### src/rtl/sel_mux_pipe.sv
// -----------------------------------------------------------------------------
// sel_mux_pipe
//   N-way datapath select followed by a chain of pipeline registers. It is used
//   for register-destination, ALU-source and writeback select in the pipelined
//   CPU. The selected word travels through STAGES registered stages along with
//   its valid bit and the select value that produced it. The stages support
//   stall and flush with ordinary pipeline-register semantics.
//
//   Selects at or above N_IN return DEFAULT instead of silently reading zero,
//   and raise a sticky sel_err flag so that decoder bugs are visible.
//
// Parameters
//   WIDTH    data word width
//   N_IN     number of selectable inputs, 2 .. 2**SEL_W
//   SEL_W    select field width
//   STAGES   register stages between the select and the outputs, 1 .. 4
//   DEFAULT  word driven for an out-of-range select
//
// Ports
//   clk        rising-edge clock
//   reset_n    asynchronous, active-low reset
//   in_bus     packed inputs; input k occupies [k*WIDTH +: WIDTH]
//   sel        input index
//   in_valid   current sel/in_bus is a real instruction (not a bubble)
//   stall      hold all stages
//   flush      kill all in-flight entries (wins over stall)
//   err_clr    clear the sticky sel_err
//   out_data   data from the last stage
//   out_valid  last stage holds a valid entry
//   out_sel    select value carried with out_data, for trace/debug
//   sel_err    sticky out-of-range select flag
// -----------------------------------------------------------------------------
module sel_mux_pipe #(
    parameter int                WIDTH   = 32,
    parameter int                N_IN    = 4,
    parameter int                SEL_W   = 3,
    parameter int                STAGES  = 1,
    parameter logic [WIDTH-1:0]  DEFAULT = '0
) (
    input  logic                     clk,
    input  logic                     reset_n,
    input  logic [N_IN*WIDTH-1:0]    in_bus,
    input  logic [SEL_W-1:0]         sel,
    input  logic                     in_valid,
    input  logic                     stall,
    input  logic                     flush,
    input  logic                     err_clr,
    output logic [WIDTH-1:0]         out_data,
    output logic                     out_valid,
    output logic [SEL_W-1:0]         out_sel,
    output logic                     sel_err
);

    // Parameter sanity, caught at elaboration.
    generate
        if (N_IN < 2 || N_IN > (1 << SEL_W)) begin : g_bad_n_in
            $error("sel_mux_pipe: N_IN=%0d must be within 2..2**SEL_W", N_IN);
        end
        if (STAGES < 1 || STAGES > 4) begin : g_bad_stages
            $error("sel_mux_pipe: STAGES=%0d must be within 1..4", STAGES);
        end
    endgenerate

    // N_IN held one bit wider than sel so N_IN == 2**SEL_W is representable
    // and the range compare never truncates sel.
    localparam logic [SEL_W:0] N_IN_W = (SEL_W+1)'(N_IN);

    logic [WIDTH-1:0] mux_d;
    logic             sel_oor;

    assign sel_oor = ({1'b0, sel} >= N_IN_W);

    // Compare-and-pick rather than a variable part-select, so an
    // out-of-range sel never indexes past the end of in_bus.
    always_comb begin
        mux_d = DEFAULT;
        for (int k = 0; k < N_IN; k++) begin
            if (sel == SEL_W'(k)) begin
                mux_d = in_bus[k*WIDTH +: WIDTH];
            end
        end
    end

    logic [WIDTH-1:0] stg_data  [STAGES];
    logic             stg_valid [STAGES];
    logic [SEL_W-1:0] stg_sel   [STAGES];

    always_ff @(posedge clk or negedge reset_n) begin
        if (!reset_n) begin
            for (int i = 0; i < STAGES; i++) begin
                stg_data[i]  <= DEFAULT;
                stg_valid[i] <= 1'b0;
                stg_sel[i]   <= '0;
            end
        end else if (flush) begin
            for (int i = 0; i < STAGES; i++) begin
                stg_data[i]  <= DEFAULT;
                stg_valid[i] <= 1'b0;
                stg_sel[i]   <= '0;
            end
        end else if (!stall) begin
            // Bubbles still carry their data; only the valid bit is dropped.
            stg_data[0]  <= mux_d;
            stg_valid[0] <= in_valid;
            stg_sel[0]   <= sel;
            for (int i = 1; i < STAGES; i++) begin
                stg_data[i]  <= stg_data[i-1];
                stg_valid[i] <= stg_valid[i-1];
                stg_sel[i]   <= stg_sel[i-1];
            end
        end
    end

    // Only an advancing, valid instruction can record an error; a new error
    // beats a simultaneous clear so no event is lost.
    always_ff @(posedge clk or negedge reset_n) begin
        if (!reset_n) begin
            sel_err <= 1'b0;
        end else if (!flush && !stall && in_valid && sel_oor) begin
            sel_err <= 1'b1;
        end else if (err_clr) begin
            sel_err <= 1'b0;
        end
    end

    assign out_data  = stg_data[STAGES-1];
    assign out_valid = stg_valid[STAGES-1];
    assign out_sel   = stg_sel[STAGES-1];

endmodule

### config.mk
export PLATFORM = sky130hd
export DESIGN_NAME = sel_mux_pipe
export DESIGN_NICKNAME = d
export VERILOG_FILES = /design/src/rtl/sel_mux_pipe.sv
export SDC_FILE = /design/constraint.sdc
export NUM_CORES = 1
export LEC_CHECK = 0
export ABC_AREA = 1
export BUFFER_PORTS_ARGS = -buffer_cell sky130_fd_sc_hd__buf_2
export CAP_MARGIN = 0
export CORE_ASPECT_RATIO = 0.7
export CORE_UTILIZATION = 43
export DETAILED_ROUTE_END_ITERATION = 10
export PLACE_DENSITY = 0.91
export SETUP_SLACK_MARGIN = 0.4
export SYNTH_ARGS = -nofsm -noshare
export SYNTH_HDL_FRONTEND = slang
export SYNTH_SLANG_ARGS = --single-unit
### constraint.sdc
create_clock -name clk -period 0.9 [get_ports clk]
set_input_delay 0.18 -clock clk [delete_from_list [all_inputs] [get_ports clk]]
set_output_delay 0.18 -clock clk [all_outputs]
set_load 0.02 [all_outputs]
Word-level counts from Yosys, hierarchy flattened --
Cells that the tools add are included.
Cells by class: $lt $le $gt $ge 1, equal/unequal tests 4, muxes and demuxes 12, reductions and logical operators 7
Operators by type and width (number):
- $mux W32 | 6
- $eq A3 B2 Y1 const B | 2
- $mux W3 | 2
- $mux W1 | 4
- $eq A3 B1 Y1 const B | 1
- $ge A3 B3 Y1 const B | 1
- $logic_and A1 B1 Y1 | 3
- $logic_not A3 Y1 | 1
- $logic_not A1 Y1 | 2
- $ne A2 B1 Y1 const B | 1
- $reduce_bool A2 Y1 | 1
Storage, ports and cells: bits in registers 37, input port bits 137, output and inout port bits 37

Longest topological paths before layout --
Gate-level depths: netlist (run 1).
depth in word-level cells 7, mapped depth 10, depth with buffers taken out 8

Worst setup path after synthesis (run 1) --
No wires, ideal clock.
path kind input to register, from input port sel[1], to register stg_data, in the netlist out_data[19], library setup time 116 ps, arrival 994 ps, data required time 784 ps, slack -210 ps, cell stages on the path 9, path buffers 3, path through buf_2 inv_2 buf_2 buf_2 nand3b_1 nand2_1 nand2_1 nand2_1 nand2_1
On the way: word-level cells in the longest chain between the ends 7, elaborated cells between the ends (all ways) 10, classes of those cells eq/ne (3); mux (6); reduce/logical (1)
Ends and longest elaborated chain:
- start: declaration | RTL line 43 | input logic [SEL_W-1:0] sel,
- $logic_not A3 Y1 | RTL line 78 | if (sel == SEL_W'(k)) begin
- $mux W32 (3 in a row) | RTL line 78
- $mux W32 * | RTL line 78
- $mux W32 * | RTL line 101 | end else if (!stall) begin
- $mux W32 * | RTL line 95 | end else if (flush) begin
- end signal: indexed assignment | RTL line 107 | stg_data[i] <= stg_data[i-1];
- end: declaration | RTL line 84 | logic [WIDTH-1:0] stg_data [STAGES];
Mark *: on every way between the ends. The rest lies on a longest branch, timed or not. The select of a mux whose other input is x is not followed. A chain may end at the register's enable or synchronous reset.

Worst setup path after layout (run 1) --
from input port sel[0], to register stg_data, in the netlist out_data[3]
The elaborated chain is that of the path after synthesis.

==> flow_summary_export.csv, run 1 <==
group,metric,value,unit
status,status,"finished, violations left",
status,violations,"negative hold slack, negative setup slack",
timing,holdWs,-0.187,ns
floorplan,die_w,96.9,um
power,p_int,0.00390,W
critical_path,endpoint_kind,"flop",
routing,ant_nets,0,
clock_tree,htreeDepth,2,
routing,drc,0,
power,ir_drop,840,uV
global_routing,grt_usage,44.2,%
place,dp_hpwl,7540,um
routing,first_iter_violations,960,
floorplan,rows,23,
critical_path,cp_max_fo,5,
critical_path,worstPathCellList,"buf_8 -> buf_12 -> nor2_4 -> buf_12 -> buf_12 -> buf_16 -> nand3_2 -> nand2_1 -> nand2_2 -> nand2_2 -> nand2_1 -> nand2_1",
timing,finalHoldViolCount,37,
synth,synth_area,2710,um2
floorplan,design.core.area,5900,um2
clock_tree,root_buffer,"clkbuf_8",
timing,fin_skew,0,ns
floorplan,dieArea,6630,um2
cells_and_area,nNetsFinal,793,
critical_path,arrival,1.50,ns
cells_and_area,fill_cells,199,
cells_and_area,fin_cells,732,
cells_and_area,diodes,0,
synth,seq_area_frac_synth,34.1,%
routing,vias_per_cell,6.66,
synth,netlist_instances,434,
routing,dr.pass1.iters,8,
timing,worstMarginPinSlew,0.312,ns
global_routing,grt-ovfl-total,0,
timing,post-route-min-period,1.24,ns
global_routing,antenna_found_initial,1,
global_routing,top_usage_layer,"met2",
timing,fin_tns_setup,-12.23,ns
critical_path,worstPathRequired,1.16,ns
place,numPortBuffers,173,
power,p_clk_share,31.4,%
clock_tree,cts_tree,"yes",
power,cellPowerDensity,1090,nW/um2
timing,setup_ws,-0.344,ns
timing,maxSlewViolCount,0,
cells_and_area,layout_commonest_cell,"nand2_1",
timing,rsz0062_at_grt,"true",
synth,synth_area_per_cell,6.25,um2
global_routing,grt_pass1_vias,4232,
cells_and_area,final_cell_mix,"136 x nand2_1, 135 x buf_2, 53 x buf_6, 42 x nor2_1, 38 x nand3_2",
critical_path,startpoint_type,"input port",
floorplan,num_io_pins,174,
global_routing,grt_max_degree,38,
clock_tree,cts.clk_slew.worst_paths,0.09,ns
critical_path,crit_type,"in -> reg",
run,max-cap-violations,0,
clock_tree,clock-sinks,37,
synth,synth-seq-cells,37,
routing,finalWirelength,18200,um
timing,setup_viol,71,
floorplan,die_y,68.4,um
place,numPlacedInstances,675,
critical_path,cp_slowest_cell,"nor2_4",
timing,slew_headroom,79.2,%
synth,syn_nets,571,
timing,fmax,0.804,GHz
timing,fin_crit_sh,138,%
clock_tree,clk_latency,0.32,ns
routing,vias,4875,
power,total_leakage_power,2.85,nW
power,power_switching,0.00203,W
critical_path,slowest_delay,0.20,ns
cells_and_area,area_growth,101,%
global_routing,use_met3,16.9,%
power,pwr-share-comb,37.4,%
power,power_frac_seq,31.2,%
global_routing,gr-usage-met1,51.2,%
cells_and_area,drive_gt1_share,61.3,%
synth,yosys.cell_types.count,18,
floorplan,start_util,46.0,%
global_routing,use_met2,70.7,%
power,swShare,34.3,%
global_routing,grt_first_pass_wirelength,22100,um
routing,wl_per_cell,24.8,um
clock_tree,cts_max_path_buffers,2,
hold_path,hold_path_class,"in -> async",
clock_tree,cts_buffers,5,
place,finalWeightedCongestion,0.952,
synth,yosysWarnings,0,
worst paths after layout:
| path | startpoint | to | slack [ns] | cells past startpoint |
|---|---|---|---|---|
| max | sel[0] | out_data[3] | -0.34 | 12 |
| min | reset_n | out_data[6] | -0.19 | 2 |
| max reg2reg | out_data[1] | out_data[1] | -0.03 | 4 |
| min reg2reg | out_sel[1] | out_sel[1] | 0.51 | 2 |
| max in group asynchronous | reset_n | out_data[20] | 0.85 | 2 |
| min in group clk | err_clr | sel_err | 0.09 | 2 |
per-stage QoR:
stage	setup slack (ns)	util, %	hold slack (ns)	area, um2	power (W)
6_report	-0.344	92.6	-0.187	5460	0.00594
5_1_grt	-0.375	92.6	-0.175	5460	0.00607
4_1_cts	-0.149	86.3	-0.160	5090	0.00544
3_5_place_dp	-0.370	66.9	0.158	3950	0.00318
3_3_place_gp	-0.323	66.9	0.155	3950	0.00315
2_1_floorplan	-0.0759	-	-0.116	2900	0.00253
cells by family after synthesis:
| family | Yosys count | synth area share (%) |
|---|---|---|
| AOI/OAI and AO/OA | 37 | 8.91 |
| and+or+nand+nor | 319 | 50.2 |
| buffers and inverters | 41 | 6.78 |
| DFF | 37 | 34.1 |
power groups by stage:
stage	logic (W)	clock network (W)	registers, W
2_1_floorplan	0.000571	0	0.00196
3_3_place_gp	0.00131	0	0.00184
3_5_place_dp	0.00133	0	0.00185
5_1_grt	0.00228	0.00193	0.00186
6_report	0.00222	0.00186	0.00185
4_1_cts	0.00180	0.00180	0.00184
routing by layer:
metal  vias up  wire length (um)
li1       1859                 -
met1      2204              5900
met2       587              7620
met3       223              2890
met4         2              1750
met5         -                12
synthesized netlist by cell type, drive strengths merged:
master / number / area (um2)
buf: 22 / 113
o21ai: 15 / 75.1
nand2: 175 / 659
or2: 1 / 6.26
clkbuf: 13 / 48.8
nor2: 67 / 262
nand3b: 21 / 158
inv: 6 / 22.5
nand3: 55 / 275
o211ai: 21 / 158
a22o: 1 / 8.76
dfrtp: 37 / 926
final cells by class:
| class | instances | area, um2 | share of cell area, % |
|---|---|---|---|
| clock inverter | 3 | 68.8 | 1.26 |
| timing repair buffer | 248 | 2140 | 39.2 |
| tap | 75 | 93.8 | 1.72 |
| clock buffer | 5 | 68.8 | 1.26 |
| sequential | 37 | 966 | 17.7 |
| inverter | 6 | 27.5 | 0.504 |
| multi-input combinational | 358 | 2090 | 38.3 |
worst max-delay path, delay by kind of cell:
family / cells / cell delay, ns
buffers and inverters: 5 / 0.58
and+or+nand+nor: 7 / 0.72
state kept, by name, indices dropped and copies added, names as in the netlist:
name,count
sel_err,1
out_data,32
out_sel,3
out_valid,1
timing repair:
action,CTS,global route
gates resized for setup,163,68
cloned,12,2
buffers inserted,23,12
hold endpoints to repair,37,37
endpoints found under the setup margin,74,74
pin swaps,84,49
Power figures use the tool's default switching activity.
==> run 2: changes to the inputs <==
- clock period: 0.9 -> 1.2 ns (I/O delays scaled with it)
==> run 2 against run 1 <==
The flow now finishes without violations; combinational power down 32%; design area shrank 3.6%; clock power down 49%; via count shrank 11%; clock skew unchanged; routed wire length down 22%; largest cell class unchanged.
==> flow_summary_export.csv, run 2 (synthesized netlist as in run 1, its figures left out) <==
group,metric,value,unit
status,status,"complete, no violations",
critical_path,arrival,1.39,ns
cells_and_area,final_cell_mix,"136 x nand2_1, 134 x buf_2, 54 x nor2_1, 53 x buf_6, 40 x nand3_2",
critical_path,r2r-start,"out_data[3]",
power,total_leakage_power,2.84,nW
critical_path,startpoint_type,"input port",
routing,dr.pass1.iters,5,
critical_path,worstPathRequired,1.43,ns
timing,finalHoldViolCount,0,
routing,first_iter_violations,450,
global_routing,antenna_found_initial,0,
cells_and_area,layout_commonest_cell,"nand2_1",
timing,slew_headroom,84.8,%
power,cellPowerDensity,728,nW/um2
routing,finalWirelength,14100,um
critical_path,r2r_cells,4,
critical_path,cp.depth,12,
clock_tree,cts.clk_slew.worst_paths,0.07,ns
floorplan,die_y,68.4,um
timing,holdWs,0.130,ns
global_routing,grt_max_degree,38,
clock_tree,root_buffer,"clkbuf_8",
place,numPortBuffers,173,
critical_path,ff2ff_setup_slack,0.28,ns
global_routing,grt-ovfl-total,0,
cells_and_area,area_growth,94.3,%
timing,setup_viol,0,
power,p_clk_share,24.6,%
routing,ant_nets,0,
hold_path,hold_path_class,"in -> reg",
critical_path,endpoint_kind,"flop",
timing,post-route-min-period,1.16,ns
global_routing,grt_usage,37.1,%
cells_and_area,nNetsFinal,787,
critical_path,crit_top_cell,"nand2_1",
power,pwr-share-comb,39.6,%
cells_and_area,drive_gt1_share,54.4,%
floorplan,die_w,96.9,um
critical_path,worstPathCellList,"buf_8 -> buf_6 -> nor2_4 -> buf_12 -> buf_8 -> buf_16 -> nand3_2 -> nand2_1 -> nand2_1 -> nand2_1 -> nand2_1 -> nand2_1",
power,power_frac_seq,35.9,%
global_routing,use_met2,63.2,%
global_routing,grt_first_pass_wirelength,19000,um
floorplan,num_io_pins,174,
clock_tree,htreeDepth,2,
place,numPlacedInstances,671,
power,p_int,0.00252,W
critical_path,cp_top_family,"simple AND/OR/NAND/NOR gates",
run,max-cap-violations,0,
critical_path,slowest_delay,0.12,ns
routing,drc,0,
critical_path,cp_max_fo,5,
hold_path,min_from,"err_clr",
place,dp_hpwl,7440,um
power,ir_drop,472,uV
floorplan,dieArea,6630,um2
power,swShare,34.2,%
power,design_power_total,0.00383,W
timing,worstMarginPinSlew,0.228,ns
critical_path,crit_type,"in -> reg",
critical_path,critical_path_buf_inv_count,5,
floorplan,rows,23,
critical_path,cp_slowest_cell,"nor2_4",
global_routing,gr-usage-met1,48.0,%
routing,vias,4319,
global_routing,top_usage_layer,"met2",
place,finalWeightedCongestion,0.942,
routing,vias_per_cell,5.95,
timing,rsz0062_at_grt,"true",
hold_path,whs_path_depth,2,
power,power_switching,0.00131,W
timing,fin_skew,0,ns
global_routing,use_met3,6.33,%
routing,wl_per_cell,19.4,um
timing,fin_tns_setup,0,ns
timing,fin_crit_sh,96.4,%
floorplan,design.core.area,5900,um2
clock_tree,clock-sinks,37,
cells_and_area,utilization,89.3,%
timing,fmax,0.864,GHz
timing,maxSlewViolCount,0,
cells_and_area,fin_cells,726,
cells_and_area,diodes,0,
global_routing,grt_pass1_vias,3846,
clock_tree,cts_tree,"yes",
cells_and_area,largest_register_ffs,32,
clock_tree,cts_buffers,5,
critical_path,worstReg2RegEnd,"out_data[3]",
clock_tree,clk_latency,0.30,ns
clock_tree,cts_max_path_buffers,2,
hold_path,min_to,"sel_err",
floorplan,start_util,46.0,%
-- run 2: layout make-up --
| class | instances | area, um2 |
|---|---|---|
| tap | 75 | 93.8 |
| multi-input combinational | 356 | 2030 |
| clock buffer | 6 | 82.6 |
| inverter | 6 | 27.5 |
| sequential | 37 | 926 |
| clock inverter | 2 | 13.8 |
| fill | 260 | 632 |
| timing repair buffer | 244 | 2090 |
-- run 2: worst max-delay path by stage --
stage	slack (ns)	start	endpoint
after CTS	0.08	out_data[17]	out_data[17]
final	0.04	sel[0]	out_data[3]
after floorplan	0.16	sel[1]	out_data[21]
after global routing	-0.02	sel[0]	out_data[3]
after global placement	-0.05	sel[2]	out_data[1]
after detailed placement	-0.09	sel[2]	out_data[31]
-- run 2: per-stage QoR --
stage	worst slack, ns	cell area, um2
floorplan	0.164	2860
global placement	-0.0505	3890
detailed placement	-0.0931	3890
CTS	0.0774	5030
global route	-0.0219	5270
finish	0.0427	5270
-- run 2: what timing repair did --
| action | in CTS | in global routing |
|---|---|---|
| gates cloned | 13 | 0 |
| gates resized for setup | 161 | 47 |
| hold buffers | 1 | 0 |
| buffers inserted | 23 | 10 |
| endpoints found under the hold margin | 37 | 0 |
| endpoints found under the setup margin | 69 | 69 |
| pin swaps | 80 | 73 |
-- run 2: routing by layer --
metal  part of all wire (%)  routed length, um
met5                      0                  0
met4                    4.6                653
met3                     11               1590
met2                     47               6680
met1                     37               5190
-- run 2: power by group through the flow --
stage	logic [W]	registers [W]	clock network, W
4_1_cts	0.00136	0.00137	0.000939
6_report	0.00152	0.00138	0.000942
3_3_place_gp	0.000972	0.00138	0
3_5_place_dp	0.000991	0.00138	0
5_1_grt	0.00160	0.00138	0.000986
2_1_floorplan	0.000428	0.00146	0
